File: config.mk
export PLATFORM = sky130hd
export DESIGN_NAME = fetch_ctrl
export DESIGN_NICKNAME = d
export VERILOG_FILES = /design/src/rtl/fetch_ctrl.sv
export SDC_FILE = /design/constraint.sdc
export NUM_CORES = 1
export LEC_CHECK = 0
export ABC_CLOCK_PERIOD_IN_PS = 4400
export BUFFER_PORTS_ARGS = -buffer_cell sky130_fd_sc_hd__buf_2
export CORE_UTILIZATION = 51
export CTS_BUF_LIST = sky130_fd_sc_hd__clkbuf_16
export DETAILED_ROUTE_END_ITERATION = 16
export PLACE_DENSITY = 0.82
export SLEW_MARGIN = 10
export SYNTH_ARGS = -nofsm -noshare
export SYNTH_HDL_FRONTEND = slang
export SYNTH_SLANG_ARGS = --single-unit
File: constraint.sdc
create_clock -name clk -period 4.4 [get_ports clk]
set_input_delay 0.88 -clock clk [delete_from_list [all_inputs] [get_ports clk]]
set_output_delay 0.88 -clock clk [all_outputs]
set_load 0.05 [all_outputs]
File: src/rtl/fetch_ctrl.sv
// Instruction fetch controller: one outstanding memory request, a single-entry
// instruction buffer, and redirect handling that drops responses already in flight.
module fetch_ctrl #(
    parameter int                     PC_WIDTH     = 32,
    parameter logic [PC_WIDTH-1:0]    RESET_VECTOR = 32'hBFC00000
) (
    input  logic                clk,
    input  logic                rst,
    input  logic                stall_i,
    input  logic                redirect_i,
    input  logic [PC_WIDTH-1:0] redirect_target_i,
    output logic                imem_req_o,
    output logic [PC_WIDTH-1:0] imem_addr_o,
    input  logic                imem_ready_i,
    input  logic                imem_rvalid_i,
    input  logic [31:0]         imem_rdata_i,
    output logic [PC_WIDTH-1:0] pc_o,
    output logic                instr_valid_o,
    output logic [31:0]         instr_o,
    output logic [PC_WIDTH-1:0] instr_pc_o,
    output logic                flush_o
);

    // state  | meaning
    // S_BOOT | one idle cycle after reset release
    // S_REQ  | presenting a request at pc_q
    // S_WAIT | request accepted, waiting for read data
    // S_HOLD | instruction buffered, waiting for downstream to take it
    typedef enum logic [1:0] {S_BOOT, S_REQ, S_WAIT, S_HOLD} state_t;

    state_t                state_q, state_d;
    logic [PC_WIDTH-1:0]   pc_q, pc_d;
    logic                  discard_q, discard_d;
    logic                  instr_valid_q, instr_valid_d;
    logic [31:0]           instr_q, instr_d;
    logic [PC_WIDTH-1:0]   instr_pc_q, instr_pc_d;
    logic                  flush_q, flush_d;

    logic                  unused_tgt_bits;
    assign unused_tgt_bits = ^redirect_target_i[1:0];

    always_ff @(posedge clk or negedge rst) begin
        if (!rst) begin
            state_q       <= S_BOOT;
            pc_q          <= RESET_VECTOR;
            discard_q     <= 1'b0;
            instr_valid_q <= 1'b0;
            instr_q       <= '0;
            instr_pc_q    <= '0;
            flush_q       <= 1'b0;
        end else begin
            state_q       <= state_d;
            pc_q          <= pc_d;
            discard_q     <= discard_d;
            instr_valid_q <= instr_valid_d;
            instr_q       <= instr_d;
            instr_pc_q    <= instr_pc_d;
            flush_q       <= flush_d;
        end
    end

    always_comb begin
        state_d       = state_q;
        pc_d          = pc_q;
        discard_d     = discard_q;
        instr_valid_d = instr_valid_q;
        instr_d       = instr_q;
        instr_pc_d    = instr_pc_q;
        flush_d       = redirect_i;

        if (redirect_i) begin
            // Redirect beats stall and capture; an accepted or pending request
            // keeps us in WAIT so its stale response can be swallowed.
            pc_d          = {redirect_target_i[PC_WIDTH-1:2], 2'b00};
            instr_valid_d = 1'b0;
            state_d       = S_REQ;
            discard_d     = 1'b0;
            if (state_q == S_REQ && imem_ready_i) begin
                discard_d = 1'b1;
                state_d   = S_WAIT;
            end else if (state_q == S_WAIT && !imem_rvalid_i) begin
                discard_d = 1'b1;
                state_d   = S_WAIT;
            end
        end else begin
            case (state_q)
                S_BOOT: state_d = S_REQ;
                S_REQ: begin
                    if (imem_ready_i) state_d = S_WAIT;
                end
                S_WAIT: begin
                    if (imem_rvalid_i) begin
                        if (discard_q) begin
                            discard_d = 1'b0;
                            state_d   = S_REQ;
                        end else begin
                            instr_d       = imem_rdata_i;
                            instr_pc_d    = pc_q;
                            instr_valid_d = 1'b1;
                            pc_d          = pc_q + PC_WIDTH'(4);
                            state_d       = S_HOLD;
                        end
                    end
                end
                S_HOLD: begin
                    if (!stall_i) begin
                        instr_valid_d = 1'b0;
                        state_d       = S_REQ;
                    end
                end
                default: state_d = S_BOOT;
            endcase
        end
    end

    assign imem_req_o    = (state_q == S_REQ);
    assign imem_addr_o   = pc_q;
    assign pc_o          = pc_q;
    assign instr_valid_o = instr_valid_q;
    assign instr_o       = instr_q;
    assign instr_pc_o    = instr_pc_q;
    assign flush_o       = flush_q;

endmodule

==> metrics.md <==
| Metric | Value |
|---|---|
| Row count | 34 |
| Final Setup Violations | 0 |
| Clock latency on the worst-skew pair | 0.34 ns |
| Yosys top cell by area | dfrtp_1 |
| Layout Nets | 624 |
| Starting Density | 0.525 |
| Vias in the first global route | 3126 |
| Final number of max-transition violations | 0 |
| Yosys cell types | 38 |
| Core area | 0.00868 sq mm |
| Most area-consuming cells after synthesis | dfrtp_1 (48%), mux2_2 (15%), buf_4 (6.4%) |
| Global-route wire length before repair | 14700 um |
| Crit path DAT | 2.71 ns |
| GP Congestion | 0.736 |
| Post-DRT Antenna Nets | 0 |
| Area Overhead vs Synth | 24.4% |
| Leak | 2.86 nW |
| Fmax achieved | 408 MHz |
| Hold WC Path Type | reg2reg |
| PwrDens | 738 mW/mm^2 |
| FILL cells | 684 |
| Vias | 3428 |
| WS Path Type | reg2reg |
| Synth Cell Area | 0.00455 sq mm |
| Status | finished clean |
| GR Overflow Total | 0 |
| Crit. End Element | flip-flop |
| RSZ-0062 raised after global routing | no |
| CTS resizes | 0 |
| Worst Clk Skew | 0.0102 ns |
| Number of clock sinks | 97 |
| Max capacitance violation total | 0 |
| Cts bufs inserted | 9 |
| Startpoint types | flip-flop |
| Worst-path fanout max | 12 |
| Die height | 96.5 um |
| Largest net degree at the start of global routing | 77 |
| Sum of negative setup slack | 0 ns |
| Worst-path clk slew | 0.07 ns |
| # IOs | 201 |
| Drt total wl | 9770 um |
| Setup bufs post-CTS | 0 |
| Crit path capture | imem_addr_o[23]$_DFFE_PN1P_ |
| Initial antenna violation count | 0 |
| Worst Setup SP | state_q[0]$_DFFE_PN0P_ |
| Worst Max-Slew Pin Slew | 1.05 ns |
| Final hold slack | 0.487 ns |
| H-tree levels | 3 |
| Headroom to the max-slew limit | 0.303 |
| CTS root buf | clkbuf_16 |
| Max VDD drop | 0.380 mV |
| Worst r2r path cells | 7 |
| Chip width | 96.5 um |
| Register-to-Register Setup Slack | 1.95 ns |
| GRT Overall Usage | 0.206 |
| # hold bufs at CTS | 0 |
| Yosys warnings | 0 |
| Final worst path period share | 0.557 |
| Detailed Route Iter0 Violations | 59 |
| RR Startpoint | state_q[0]$_DFFE_PN0P_ |
| I/O Buffers | 192 |
| DR pass1 iterations | 6 |
| N_diodes | 0 |
| Most frequent cells in the layout | buf_2 (191), dfrtp_1 (88), mux2_2 (60) |
| Die ar. | 0.00931 sq mm |
| CTS Buffer Depth | 2 |
| FF+latch count, synth | 97 |
| Register area share after synthesis | 0.536 |
| Final Critical Period | 2.45 ns |
| Fraction of layout cells with a size suffix above 1 | 0.515 |
| Top cell type's share of synthesized area | 0.484 |
| Required time of the critical path | 4.66 ns |
| Commonest non-fill, non-tap cell in the layout | buf_2 |
| Per-cell routed wire length | 14.7 um |
| Dpl hpwl | 7020 um |
| Mapped Cells | 392 |
| Worst reg2reg endpoint | imem_addr_o[23]$_DFFE_PN1P_ |
| Avg Inst Size Synth | 11.6 sq um |
| Detailed-route DRC error count | 0 |
| CTS tree | yes |
| Vias/cell | 5.17 |
| Hold Fails Final Rpt | 0 |
==> where the power goes <==
part	switching [W]	leakage, nW	total (W)	internal, W
Sequential	0.000181	1.21	0.00138	0.00120
Combinational	0.00147	1.49	0.00196	0.000495
Clock	0.000344	0.158	0.000844	0.000500
Total	0.00199	2.86	0.00418	0.00219
==> final cells by class <==
cell class | count | area [sq um] | share of cell area
clock buffers | 9 | 225 | 0.0398
clock inverters | 7 | 93.8 | 0.0166
inverters | 7 | 26.3 | 0.00464
multi-input cells | 240 | 1760 | 0.310
flip-flops and latches | 97 | 2440 | 0.431
well taps | 108 | 135 | 0.0239
repair buffers | 195 | 986 | 0.174
==> metal layers <==
layer | vias to the layer above | GRT usage | wire, um
li1 | 1624 | - | -
met1 | 1666 | 0.250 | 4110
met2 | 132 | 0.363 | 4890
met4 | 0 | 0.0539 | 67
met3 | 6 | 0.0509 | 701
met5 | - | 0 | 0
==> critical path, stage by stage (launching register included) <==
cell	delay, ns
dfrtp_1	0.42
inv_1	0.07
ha_1	0.25
nand2_2	0.15
nor4_4	0.76
nand3_2	0.20
or3_1	0.36
a31oi_1	0.17
==> flip-flops by register name (all words and copies together) (netlist names) <==
signal,flops
discard_q,1
flush_o,1
imem_addr_o,30
instr_o,32
instr_pc_o,30
instr_valid_o,1
state_q,2
==> metrics by stage <==
stage	total power [W]	instances	area, sq um	util	setup WS [ns]
6_report	0.00418	663	5660	0.653	1.95
5_1_grt	0.00438	663	5660	0.653	1.74
4_1_cts	0.00421	663	5660	0.653	1.94
3_5_place_dp	0.00337	647	5340	0.616	1.72
3_3_place_gp	0.00331	647	5340	0.616	1.75
2_1_floorplan	0.00294	397	4570	-	2.44
==> kinds of logic after synthesis <==
family	Yosys count	share of synthesized area
other	1	0.000824
adders and majority gates	4	0.0110
xor gates and xnor gates	28	0.0539
and+or+nand+nor	98	0.111
muxes	64	0.158
buffers and inverters	60	0.0836
AOI/OAI and AO/OA	40	0.0462
DFF	97	0.536
==> synthesized netlist by cell type, drive strengths merged <==
cell    number
mux2        62
a21oi        3
nand2b       1
inv          7
mux2i        2
nor3         4
a22oi        1
o31ai        1
nand3b       1
or3          1
a31oi        1
conb         1
xor2        23
nor2         9
nand2       44
dfstp        9
nand3       15
clkbuf       7
and3         3
dfrtp       88
o31a         1
nand4       14
and2         2
ha           4
nand4b       1
buf         46
nor4         2
o21ai       33
nor2b        1
xnor2        5
==> worst min path at each step <==
stage	from	to	slack [ns]	cells after the start
floorplan	state_q[0]$_DFFE_PN0P_	state_q[0]$_DFFE_PN0P_	0.54	2
detailed placement	instr_o[31]$_DFFE_PN0P_	instr_o[31]$_DFFE_PN0P_	0.47	1
global placement	instr_o[31]$_DFFE_PN0P_	instr_o[31]$_DFFE_PN0P_	0.46	1
CTS	instr_o[31]$_DFFE_PN0P_	instr_o[31]$_DFFE_PN0P_	0.49	1
global route	instr_o[31]$_DFFE_PN0P_	instr_o[31]$_DFFE_PN0P_	0.50	1
finish	instr_o[31]$_DFFE_PN0P_	instr_o[31]$_DFFE_PN0P_	0.49	1
Power figures use the tool's default switching activity.
